===== src/rtl/alu_seq_pkg.sv =====
// Shared opcode encodings, FSM state type and opcode legality check for the
// ALU command sequencer and its optional reference model.
package alu_seq_pkg;

    localparam logic [3:0] OP_AND   = 4'b0000;
    localparam logic [3:0] OP_OR    = 4'b0001;
    localparam logic [3:0] OP_NOT   = 4'b0010;
    localparam logic [3:0] OP_XOR   = 4'b0011;
    localparam logic [3:0] OP_NAND  = 4'b0100;
    localparam logic [3:0] OP_NOR   = 4'b0101;
    localparam logic [3:0] OP_XNOR  = 4'b0110;
    localparam logic [3:0] OP_ADD   = 4'b1000;
    localparam logic [3:0] OP_SUB   = 4'b1001;
    localparam logic [3:0] OP_SHR   = 4'b1010;
    localparam logic [3:0] OP_SHL   = 4'b1011;
    localparam logic [3:0] OP_CLEAR = 4'b1111;

    typedef enum logic [2:0] {
        ST_IDLE,
        ST_ISSUE,
        ST_WAIT,
        ST_RESP,
        ST_CLEAR
    } state_t;

    function automatic logic is_legal_opcode(input logic [3:0] opcode);
        case (opcode)
            4'b0111, 4'b1100, 4'b1101, 4'b1110: return 1'b0;
            default:                            return 1'b1;
        endcase
    endfunction

endpackage


===== src/rtl/alu_ref_model.sv =====
// Combinational expected-result model of the 16-bit ALU; only compiled when
// ALU_SEQ_SELFCHECK_EN is defined.
`ifdef ALU_SEQ_SELFCHECK_EN
module alu_ref_model
    import alu_seq_pkg::*;
#(
    parameter int WIDTH = 16
) (
    input  logic [3:0]       opcode,
    input  logic [WIDTH-1:0] a,
    input  logic [WIDTH-1:0] b,
    output logic [WIDTH-1:0] expected
);

    // NOTE: every always_comb output gets a default first so no path infers a latch.
    always_comb begin
        expected = '0;
        case (opcode)
            OP_AND:  expected = a & b;
            OP_OR:   expected = a | b;
            OP_NOT:  expected = ~a;
            OP_XOR:  expected = a ^ b;
            OP_NAND: expected = ~(a & b);
            OP_NOR:  expected = ~(a | b);
            OP_XNOR: expected = ~(a ^ b);
            OP_ADD:  expected = a + b;
            OP_SUB:  expected = a - b;
            OP_SHR:  expected = a >> 1;
            OP_SHL:  expected = a << 1;
            default: expected = '0;
        endcase
    end

endmodule
`endif


===== src/rtl/alu_cmd_sequencer.sv =====
// Valid/ready command initiator for the ALU: issue, wait latency, return result,
// then clear. Optional result self-check under ALU_SEQ_SELFCHECK_EN.
module alu_cmd_sequencer
    import alu_seq_pkg::*;
#(
    parameter int ALU_LATENCY = 1,
    parameter int WIDTH       = 16
) (
    input  logic             clk,
    input  logic             rst_n,
    input  logic             cmd_valid,
    output logic             cmd_ready,
    input  logic [3:0]       cmd_opcode,
    input  logic [WIDTH-1:0] cmd_a,
    input  logic [WIDTH-1:0] cmd_b,
    output logic [3:0]       alu_opcode,
    output logic [WIDTH-1:0] alu_a,
    output logic [WIDTH-1:0] alu_b,
    input  logic [WIDTH-1:0] alu_result,
    output logic             rsp_valid,
    input  logic             rsp_ready,
    output logic [WIDTH-1:0] rsp_data,
    output logic [3:0]       rsp_opcode,
    output logic             rsp_err,
    output logic             busy,
    output logic [15:0]      op_count
`ifdef ALU_SEQ_SELFCHECK_EN
    ,
    output logic             mismatch
`endif
);

    localparam int CNT_W = 4;

    state_t             state;
    state_t             state_next;
    logic [3:0]         lat_opcode;
    logic [WIDTH-1:0]   lat_a;
    logic [WIDTH-1:0]   lat_b;
    logic [CNT_W-1:0]   wait_cnt;
    logic               cmd_fire;
    logic               cmd_legal;

    assign cmd_fire  = cmd_valid && cmd_ready;
    assign cmd_legal = is_legal_opcode(cmd_opcode);

`ifdef ALU_SEQ_SELFCHECK_EN
    logic [WIDTH-1:0] expected;

    alu_ref_model #(.WIDTH(WIDTH)) u_ref_model (
        .opcode   (lat_opcode),
        .a        (lat_a),
        .b        (lat_b),
        .expected (expected)
    );
`endif

    // NOTE: sequential state uses non-blocking assignments so every register samples pre-edge values.
    always_ff @(posedge clk or negedge rst_n) begin
        if (!rst_n) state <= ST_IDLE;
        else        state <= state_next;
    end

    always_comb begin
        state_next = state;
        case (state)
            ST_IDLE:  if (cmd_fire) state_next = cmd_legal ? ST_ISSUE : ST_RESP;
            ST_ISSUE: state_next = ST_WAIT;
            ST_WAIT:  if (wait_cnt == '0) state_next = ST_RESP;
            ST_RESP:  if (rsp_ready) state_next = ST_CLEAR;
            ST_CLEAR: state_next = ST_IDLE;
            default:  state_next = ST_IDLE;
        endcase
    end

    // Counter covers the ALU latency plus the edge the operands need to reach it,
    // so the capture lands on the first edge where the result is settled.
    always_ff @(posedge clk or negedge rst_n) begin
        if (!rst_n) begin
            cmd_ready  <= 1'b1;
            busy       <= 1'b0;
            lat_opcode <= '0;
            lat_a      <= '0;
            lat_b      <= '0;
            wait_cnt   <= '0;
            alu_opcode <= OP_CLEAR;
            alu_a      <= '0;
            alu_b      <= '0;
            rsp_valid  <= 1'b0;
            rsp_data   <= '0;
            rsp_opcode <= '0;
            rsp_err    <= 1'b0;
            op_count   <= '0;
`ifdef ALU_SEQ_SELFCHECK_EN
            mismatch   <= 1'b0;
`endif
        end else begin
            cmd_ready <= (state_next == ST_IDLE);
            busy      <= (state_next != ST_IDLE);
            case (state)
                ST_IDLE: begin
                    if (cmd_fire) begin
                        lat_opcode <= cmd_opcode;
                        lat_a      <= cmd_a;
                        lat_b      <= cmd_b;
                        if (!cmd_legal) begin
                            rsp_valid  <= 1'b1;
                            rsp_err    <= 1'b1;
                            rsp_data   <= '0;
                            rsp_opcode <= cmd_opcode;
`ifdef ALU_SEQ_SELFCHECK_EN
                            mismatch   <= 1'b0;
`endif
                        end
                    end
                end
                ST_ISSUE: begin
                    alu_opcode <= lat_opcode;
                    alu_a      <= lat_a;
                    alu_b      <= lat_b;
                    wait_cnt   <= CNT_W'(ALU_LATENCY);
                end
                ST_WAIT: begin
                    if (wait_cnt == '0) begin
                        rsp_valid  <= 1'b1;
                        rsp_err    <= 1'b0;
                        rsp_data   <= alu_result;
                        rsp_opcode <= lat_opcode;
`ifdef ALU_SEQ_SELFCHECK_EN
                        mismatch   <= (alu_result != expected);
`endif
                    end else begin
                        wait_cnt <= wait_cnt - CNT_W'(1);
                    end
                end
                ST_RESP: begin
                    if (rsp_ready) begin
                        rsp_valid  <= 1'b0;
                        alu_opcode <= OP_CLEAR;
                        alu_a      <= '0;
                        alu_b      <= '0;
                        if (!rsp_err && op_count != 16'hFFFF) op_count <= op_count + 16'd1;
`ifdef ALU_SEQ_SELFCHECK_EN
                        mismatch   <= 1'b0;
`endif
                    end
                end
                default: ;
            endcase
        end
    end

endmodule


===== config.mk =====
export PLATFORM = sky130hd
export DESIGN_NAME = alu_cmd_sequencer
export DESIGN_NICKNAME = d
export VERILOG_FILES = /design/src/rtl/alu_seq_pkg.sv /design/src/rtl/alu_ref_model.sv /design/src/rtl/alu_cmd_sequencer.sv
export SDC_FILE = /design/constraint.sdc
export NUM_CORES = 1
export LEC_CHECK = 0
export BUFFER_PORTS_ARGS = -buffer_cell sky130_fd_sc_hd__buf_2
export CORE_ASPECT_RATIO = 1.1
export CORE_MARGIN = 8
export CORE_UTILIZATION = 55
export CTS_CLUSTER_SIZE = 12
export DETAILED_ROUTE_END_ITERATION = 7
export PLACE_DENSITY = 0.92
export SYNTH_ARGS = -nofsm -noshare
export SYNTH_HDL_FRONTEND = slang
export SYNTH_SLANG_ARGS = --single-unit

===== constraint.sdc =====
create_clock -name clk -period 5.2 [get_ports clk]
set_input_delay 0.26 -clock clk [delete_from_list [all_inputs] [get_ports clk]]
set_output_delay 0.26 -clock clk [all_outputs]
set_load 0.005 [all_outputs]

==> results.env, run 1 <==
OUTCOME='complete, no violations'
PORT_BUFFERS=131
POWER.STATIC_LEAKAGE_nW=3.28
SYNTH_TOP_FAMILY_BY_AREA='compound AO/OA/AOI/OAI gates'
ACHIEVABLE-FREQUENCY_MHz=448
FINALCLOCKSKEW_NS=0.00700
AREAGROWTHSYNTHTOFINISH_PCT=38.8
SYNTH.AREA.MUX_SHARE_PCT=9.48
YOSYS.AREA_SHARE.SIMPLE_PCT=8.26
POST_CTS.REPAIR.SETUP_BUFFERS=0
CP.REQUIRED_NS=5.58
NUMBER_OF_ROWS_IN_THE_CORE_AREA=35
GRT_MAX_DEGREE=63
FIRST_GLOBAL_VIAS=3849
INSERTION_DELAY_NS=0.50
RESIDUAL_ANTENNA_VIOLATING_NET_COUNT_AFTER_DETAILED_ROUTING=0
POST_SYNTH_INST_COUNT=331
FP.COREAREA_UM2=8360
GRT_PASS1_WL_UM=20300
CRITICAL_PATH.CELL_CHAIN='and4bb_2, nor2b_4, mux2_2'
NUMBER_OF_H_TREE_LEVELS=4
SLEW_VIOLATIONS=0
CLOCK_PATH_BUFFERS=2
NUMCLOCKSINKS=119
POWER_DENSITY_nW_PER_UM2=573
NET_COUNT_OF_THE_MAPPED_NETLIST=390
DRV.MAX_CAP_VIOLATION_COUNT=0
ASYNC_FLOP_SHARE_PCT=100
CTS_ROOT_BUF='clkbuf_8'
WORSTSETUPENDPOINTTYPE='flip-flop'
FIN_TNS_SETUP_NS=0
YS_TYPES=50
CRIT_PATH_START_KIND='flip-flop'
TIMING.CRITICAL_PATH.BUF_INV=0
MET1_TRACK_DEMAND_OVER_RESOURCE_PCT=24.6
CP_SLOWEST_STAGE_DELAY_NS=0.89
POSTROUTEWIRELENGTH_UM=12200
CRITPATHMAXFANOUT=37
CRITPATHARRIVALTIME_NS=2.61
GRT.MET2_USAGE_PCT=36.9
ANTENNA_VIOLATIONS_BEFORE_REPAIR=2
GLOBAL_ROUTE.PEAK_USAGE_LAYER='met2'
TIMING.HOLD.WORST.CLASS='in2reg'
CRIT_PATH_TOP_DELAY_CELL='nor2b_4'
SYNTH_ENABLE_FLOP_CELLS=0
FLOORPLAN.IO_PINS=132
GR-TOTAL-OVERFLOW=0
YOSYSSEQAREASHARE_PCT=63.4
MET3_USAGE_GRT_PCT=5.46
DRT-INITIAL-DRC-COUNT=183
CTS_REPAIR_RESIZE_COUNT=0
SYN-MEAN-INSTANCE-AREA_UM2=14.2
INITIAL_CORE_UTIL_PCT=56.3
VIA_COUNT=3512
SYNTH_WARNINGS=0
FP.DIEW_UM=104
WORST_SLEW_MARGIN_REL_PCT=26.4
DIE_HEIGHT_UM=113
MAPPEDNETLISTAREA_UM2=4710
WORST_IR_DROP_VDD_mV=0.283
YS_FF_LATCH=119
RSZ0062_AT_GRT='false'
GP_CONGESTION=0.805
REPORT.FINAL.SETUP_VIOL=0
TRITONCTS='built'
WORST_PATH_DOMINANT_CELL_FAMILY='simple AND/OR/NAND/NOR gates'
LAYOUT.NETS=576
YOSYS.AREA_SHARE.XOR_XNOR_PCT=2.98
SYNTH_COMPOUND_AREA_SHARE_PCT=12.9
AVGROUTEDWIREPERCELL_UM=19.0
CRITICALPATHCATEGORY='reg2reg'
MIN_PERIOD_OVER_PERIOD_PCT=43.0
VIAS_PER_CELL=5.46
POST_ROUTE_CELLS_DRIVE_ABOVE_1_SHARE_PCT=42.8
NUMCTSBUFFERS=17
FINALHOLDVIOLATIONS=0
DRT_DRC_VIOLATIONS_LEFT=0
WORST_SLACK_NS=2.97
YS.FLOP_TYPE='dfrtp_1'
GROUTE.USAGE.OVERALL_PCT=21.6
HPWLAFTERDP_UM=7350
FP.DIEAREA_UM2=11800
WORST_PIN_SLEW_NS=1.10
PRE_CTS_WS_NS=2.98
DR.PASS1.ITERS=4
POST_SYNTHESIS_SHARE_OF_CELL_AREA_SPENT_ON_FULL_ADDERS_HALF_ADDERS_AND_MAJORITY_GATES_PCT=0.797
FINAL_PERIOD_MINUS_WORST_SETUP_SLACK_NS=2.23
CLKSLEWWORSTSETUPHOLDPATHS_NS=0.05
metrics by stage:
stage               hold slack (ns)  instance area [um^2]  cells  power [mW]  util (%)
floorplan                   -0.0356                  4710    331        2.14         -
global placement              0.372                  5460    561        2.48      65.3
detailed placement            0.384                  5460    561        2.54      65.3
CTS                         0.00913                  6530    641        3.74      78.1
global route                0.00961                  6540    643        3.95      78.1
finish                       0.0304                  6540    643        3.74      78.1
cells in the final DEF, fill, tap and decap left out, drive strengths merged, types with 2 or more instances in the layout:
| master | count |
|---|---|
| nor4 | 2 |
| xor2 | 7 |
| mux2i | 3 |
| buf | 134 |
| dfrtp | 114 |
| clkinvlp | 6 |
| nand3 | 5 |
| nor3 | 2 |
| inv | 8 |
| a21o | 3 |
| o21ai | 3 |
| or3b | 2 |
| nor2b | 3 |
| nand2b | 4 |
| dfstp | 5 |
| mux2 | 37 |
| bufinv | 3 |
| clkbuf | 19 |
| o22a | 4 |
| nand4 | 6 |
| nand2 | 13 |
| a22o | 48 |
| clkinv | 4 |
| and4 | 2 |
| xnor2 | 9 |
| dlygate4sd3 | 48 |
| ha | 3 |
| a21oi | 6 |
| diode | 2 |
| nor2 | 12 |
power breakdown:
| group | total, mW | internal [mW] | switching (mW) |
|---|---|---|---|
| Combinational | 1.03 | 0.551 | 0.477 |
| Sequential | 1.57 | 1.32 | 0.255 |
| Clock | 1.14 | 0.738 | 0.406 |
| Total | 3.74 | 2.61 | 1.14 |
area by class of cell:
| type | instances | area [um^2] |
|---|---|---|
| repair buffers | 182 | 1160 |
| clock inverters | 13 | 155 |
| well taps | 111 | 139 |
| diodes | 2 | 5.00 |
| flip-flops and latches | 119 | 2980 |
| inverters | 8 | 30.0 |
| clock buffers | 19 | 432 |
| fillers | 497 | 1830 |
| multi-input cells | 189 | 1630 |
state kept, by name (all words and copies together) (netlist names):
name        count
alu_a          16
alu_b          16
lat_a          16
lat_b          16
op_count       16
rsp_data       16
alu_opcode      4
lat_opcode      4
rsp_opcode      4
wait_cnt        4
state           3
busy            1
cmd_ready       1
rsp_err         1
rsp_valid       1
worst paths after layout:
check,startpoint,to,slack (ns),cells past startpoint
max,state[0],lat_b[12],2.97,3
min,cmd_opcode[2],lat_opcode[2],0.03,2
max reg2reg,state[0],lat_b[12],2.97,3
min reg2reg,alu_a[5],alu_a[5],0.49,1
max in group asynchronous,rst_n,rsp_data[3],3.60,3
min in group asynchronous,rst_n,rsp_data[13],0.41,2
Yosys cell counts, drive strengths merged (4+ instances only):
cell      n  area share (%)
nand2    13             1.0
xnor2     9             1.7
nor2     12             1.4
nand4     6            0.80
nand2b    4            0.69
a22o     48             8.9
buf      10             1.2
dfstp     5             2.8
inv       8            0.64
o22a      4            0.74
clkbuf    5            0.40
xor2      7             1.3
nand3     5            0.64
dfrtp   114              61
a21oi     6            0.64
mux2     37             8.8
cells by family after synthesis:
| kind of cell | after synthesis |
|---|---|
| xor+xnor | 16 |
| mux | 40 |
| fa+ha+maj | 3 |
| simple gates | 59 |
| buf+inv | 23 |
| flops | 119 |
| compound gates | 71 |
repair_timing:
action	4_1_cts	5_1_grt
endpoints found under the hold margin	106	0
hold buffers	48	0
endpoints found under the setup margin	0	0
layer usage:
layer / wire [um] / up-vias / part of all wire [%]
met4: 231 / 0 / 1.9
met2: 6580 / 116 / 54
met5: 0 / - / 0
met3: 583 / 18 / 4.8
li1: - / 1582 / -
met1: 4830 / 1796 / 40
Note: power is estimated with default switching activity, not from simulation.
==> run 2: changes to the inputs <==
- ABC_AREA: not set -> 1
- CORE_UTILIZATION: 55 -> 48
- PLACE_DENSITY: 0.92 -> 0.84
- clock period: 5.2 -> 1.9 ns (I/O delays scaled with it)
==> results.env, run 2 <==
OUTCOME='complete, no violations'
PLACEDINSTANCEAREA_UM2=5910
YS.FLOP_TYPE='dfrtp_1'
COMMONEST_NON_FILL_NON_TAP_CELLS_IN_THE_LAYOUT='nand2_1 (221), buf_2 (130), dfrtp_1 (114)'
PORT_BUFFERS=131
POWER.SWITCHING_mW=3.73
CRITICALPATHCATEGORY='reg2reg'
ACHIEVABLE-FREQUENCY_MHz=567
WORST_PATH_DOMINANT_CELL_FAMILY='simple AND/OR/NAND/NOR gates'
SEQPWRFRAC_PCT=39.9
FP.DIEAREA_UM2=14200
DIE_HEIGHT_UM=124
NUMCTSBUFFERS=17
PLACED_CELLS=846
MIN-DELAY-START='cmd_valid'
YOSYSSEQAREASHARE_PCT=58.4
NUMCLOCKSINKS=119
CTS_REPAIR_RESIZE_COUNT=0
WORST_SLACK_NS=0.138
LAYOUT.CELLS.MOST_COMMON='nand2_1'
REG2REG_FROM='state[2]'
GRT_PASS1_WL_UM=22800
ASYNC_FLOP_SHARE_PCT=100
YS_FF_LATCH=119
WORST_SLEW_MARGIN_REL_PCT=48.4
VIAS_PER_CELL=4.99
CRIT_PATH_START_KIND='flip-flop'
TRITONCTS='built'
MIN_PERIOD_OVER_PERIOD_PCT=92.8
GP_CONGESTION=0.804
INTPOWER_mW=6.57
CTS_ROOT_BUF='clkbuf_16'
POST_ROUTE_CELLS_DRIVE_ABOVE_1_SHARE_PCT=24.8
POWER_DENSITY_nW_PER_UM2=1470
YOSYS.AREA.TOP_TYPE_SHARE_PCT=55.8
INITIAL_CORE_UTIL_PCT=49.2
PRE_CTS_WS_NS=0.0416
WORST_PATH_MOST_REPEATED_CELL='nor2_4'
YOSYS.CELL_COUNT.TOP_TYPE='nand2_1'
FIN_TNS_SETUP_NS=0
WORST_IR_DROP_VDD_mV=0.822
GR-TOTAL-OVERFLOW=0
TIMING.CRITICAL_PATH.FROM='state[2]'
SYNTH_COMMON_CELLS='nand2_1 (221), dfrtp_1 (114), o21ai_0 (66)'
CP.REQUIRED_NS=2.24
FINALHOLDVIOLATIONS=0
CRITICAL_PATH.CELL_CHAIN='nor2_4, nand2_2, nor2_4, nor2_4, nand3_2, nand2_1, nand2_1'
SHARE_CLK_OF_TOTAL_POWER_PCT=28.0
CP_SLOWEST_STAGE_DELAY_NS=0.45
REPORT.FINAL.SETUP_VIOL=0
POWER.STATIC_LEAKAGE_nW=3.69
SYNTH_ENABLE_FLOP_CELLS=0
NUMBER_OF_H_TREE_LEVELS=4
SYNTH_WARNINGS=0
GROUTE.USAGE.OVERALL_PCT=19.9
MAPPEDNETLISTAREA_UM2=5110
SLEW_VIOLATIONS=0
SYN-MEAN-INSTANCE-AREA_UM2=8.73
DRT_DRC_VIOLATIONS_LEFT=0
ANTENNA-DIODE-COUNT=0
TIMING.CRITICAL_PATH.BUF_INV=0
NET_COUNT_OF_THE_MAPPED_NETLIST=644
SWSHARE_PCT=36.2
CRIT_PATH_TOP_DELAY_CELL='dfrtp_1'
DRV.MAX_CAP_VIOLATION_COUNT=0
DR.PASS1.ITERS=6
CRITPATHMAXFANOUT=13
INSERTION_DELAY_NS=0.41
FP.DIEW_UM=114
ANTENNA_VIOLATIONS_BEFORE_REPAIR=0
SYNTH_AREA_LEADER='dfrtp_1'
POWER_FRAC_COMB_PCT=32.0
HOLD_WS_NS=0.179
VIA_COUNT=4671
FINALCLOCKSKEW_NS=0.0111
LAYOUT.NETS=840
YS_TYPES=32
DRT-INITIAL-DRC-COUNT=254
CLKSLEWWORSTSETUPHOLDPATHS_NS=0.05
FINAL-INSTANCE-COUNT-EXCL-FILL=937
HPWLAFTERDP_UM=8450
AREAGROWTHSYNTHTOFINISH_PCT=37.6
POSTROUTEWIRELENGTH_UM=14000
POST_SYNTH_MAIN_AREA_CONTRIBUTORS='dfrtp_1 (56%), nand2_1 (16%), o21ai_0 (6.5%)'
CRITPATHARRIVALTIME_NS=2.10
FLOORPLAN.IO_PINS=132
FP.COREAREA_UM2=10400
POST_LAYOUT_INST_AREA_UM2=7030
GRT_MAX_DEGREE=120
TIMING.HOLD.WORST.CLASS='in2reg'
RESIDUAL_ANTENNA_VIOLATING_NET_COUNT_AFTER_DETAILED_ROUTING=0
FIRST_GLOBAL_VIAS=4743
POST_SYNTH_INST_COUNT=585
FINAL_PERIOD_MINUS_WORST_SETUP_SLACK_NS=1.76
CLOCK_PATH_BUFFERS=2
WORST_PIN_SLEW_NS=0.773
AVGROUTEDWIREPERCELL_UM=15.0
WORSTSETUPENDPOINTTYPE='flip-flop'
NUMBER_OF_ROWS_IN_THE_CORE_AREA=39
==> run 2: stage by stage <==
stage                     power (mW)  utilization, %
after floorplan                 6.01               -
after global placement          7.02            56.8
after detailed placement        7.23            56.8
after CTS                       10.2            67.3
after global routing            11.0            67.7
final                           10.3            67.7
==> run 2: power groups by stage <==
stage | sequential [mW] | combinational (mW) | clock [mW]
after global placement | 4.07 | 2.94 | 0
after CTS | 4.10 | 3.20 | 2.94
after global routing | 4.21 | 3.75 | 3.04
after floorplan | 4.11 | 1.90 | 0
after detailed placement | 4.12 | 3.10 | 0
final | 4.12 | 3.30 | 2.89
==> run 2: metal layers <==
layer	vias to the layer above	global-route usage (%)	wire, um
met5	-	0	0
met1	2219	22.6	5570
li1	2230	-	-
met2	205	33.4	7060
met3	17	7.66	1250
met4	0	6.59	168
==> run 2: logic make-up after synthesis <==
family | count (synthesis) | synth area share [%]
adders and majority gates | 3 | 0.735
xor gates and xnor gates | 7 | 1.20
AOI/OAI and AO/OA | 84 | 8.43
buffers and inverters | 80 | 6.83
and+or+nand+nor | 292 | 24.4
DFF | 119 | 58.4
==> run 2: worst register-to-register path: cells and delay by family (launching register included) <==
kind	cells	cell delay, ns
AND/OR/NAND/NOR	7	1.25
flip-flops	1	0.45
==> run 2: final cells by class <==
class / count / area [um^2]
clock buffer: 19 / 443
clock inverter: 13 / 101
fill: 757 / 3360
inverter: 61 / 229
multi-input combinational: 388 / 1790
sequential: 119 / 2980
tap: 143 / 179
timing repair buffer: 194 / 1300
==> run 2: path summary, 6_finish.rpt <==
path / to / slack, ns / cells after the start
hold / removal: lat_opcode[3] / 0.18 / 4
setup / recovery: rsp_data[10] / 0.14 / 7
max in group asynchronous: rsp_data[6] / 1.15 / 3
hold reg to reg: wait_cnt[0] / 0.46 / 1
setup reg to reg: rsp_data[10] / 0.14 / 7
min in group asynchronous: lat_a[4] / 0.30 / 3
==> run 2: timing repair <==
action                                  CTS  global route
hold endpoints to repair                169             0
hold buffers                             54             0
setup buffers                             0             3
endpoints found under the setup margin    0             8
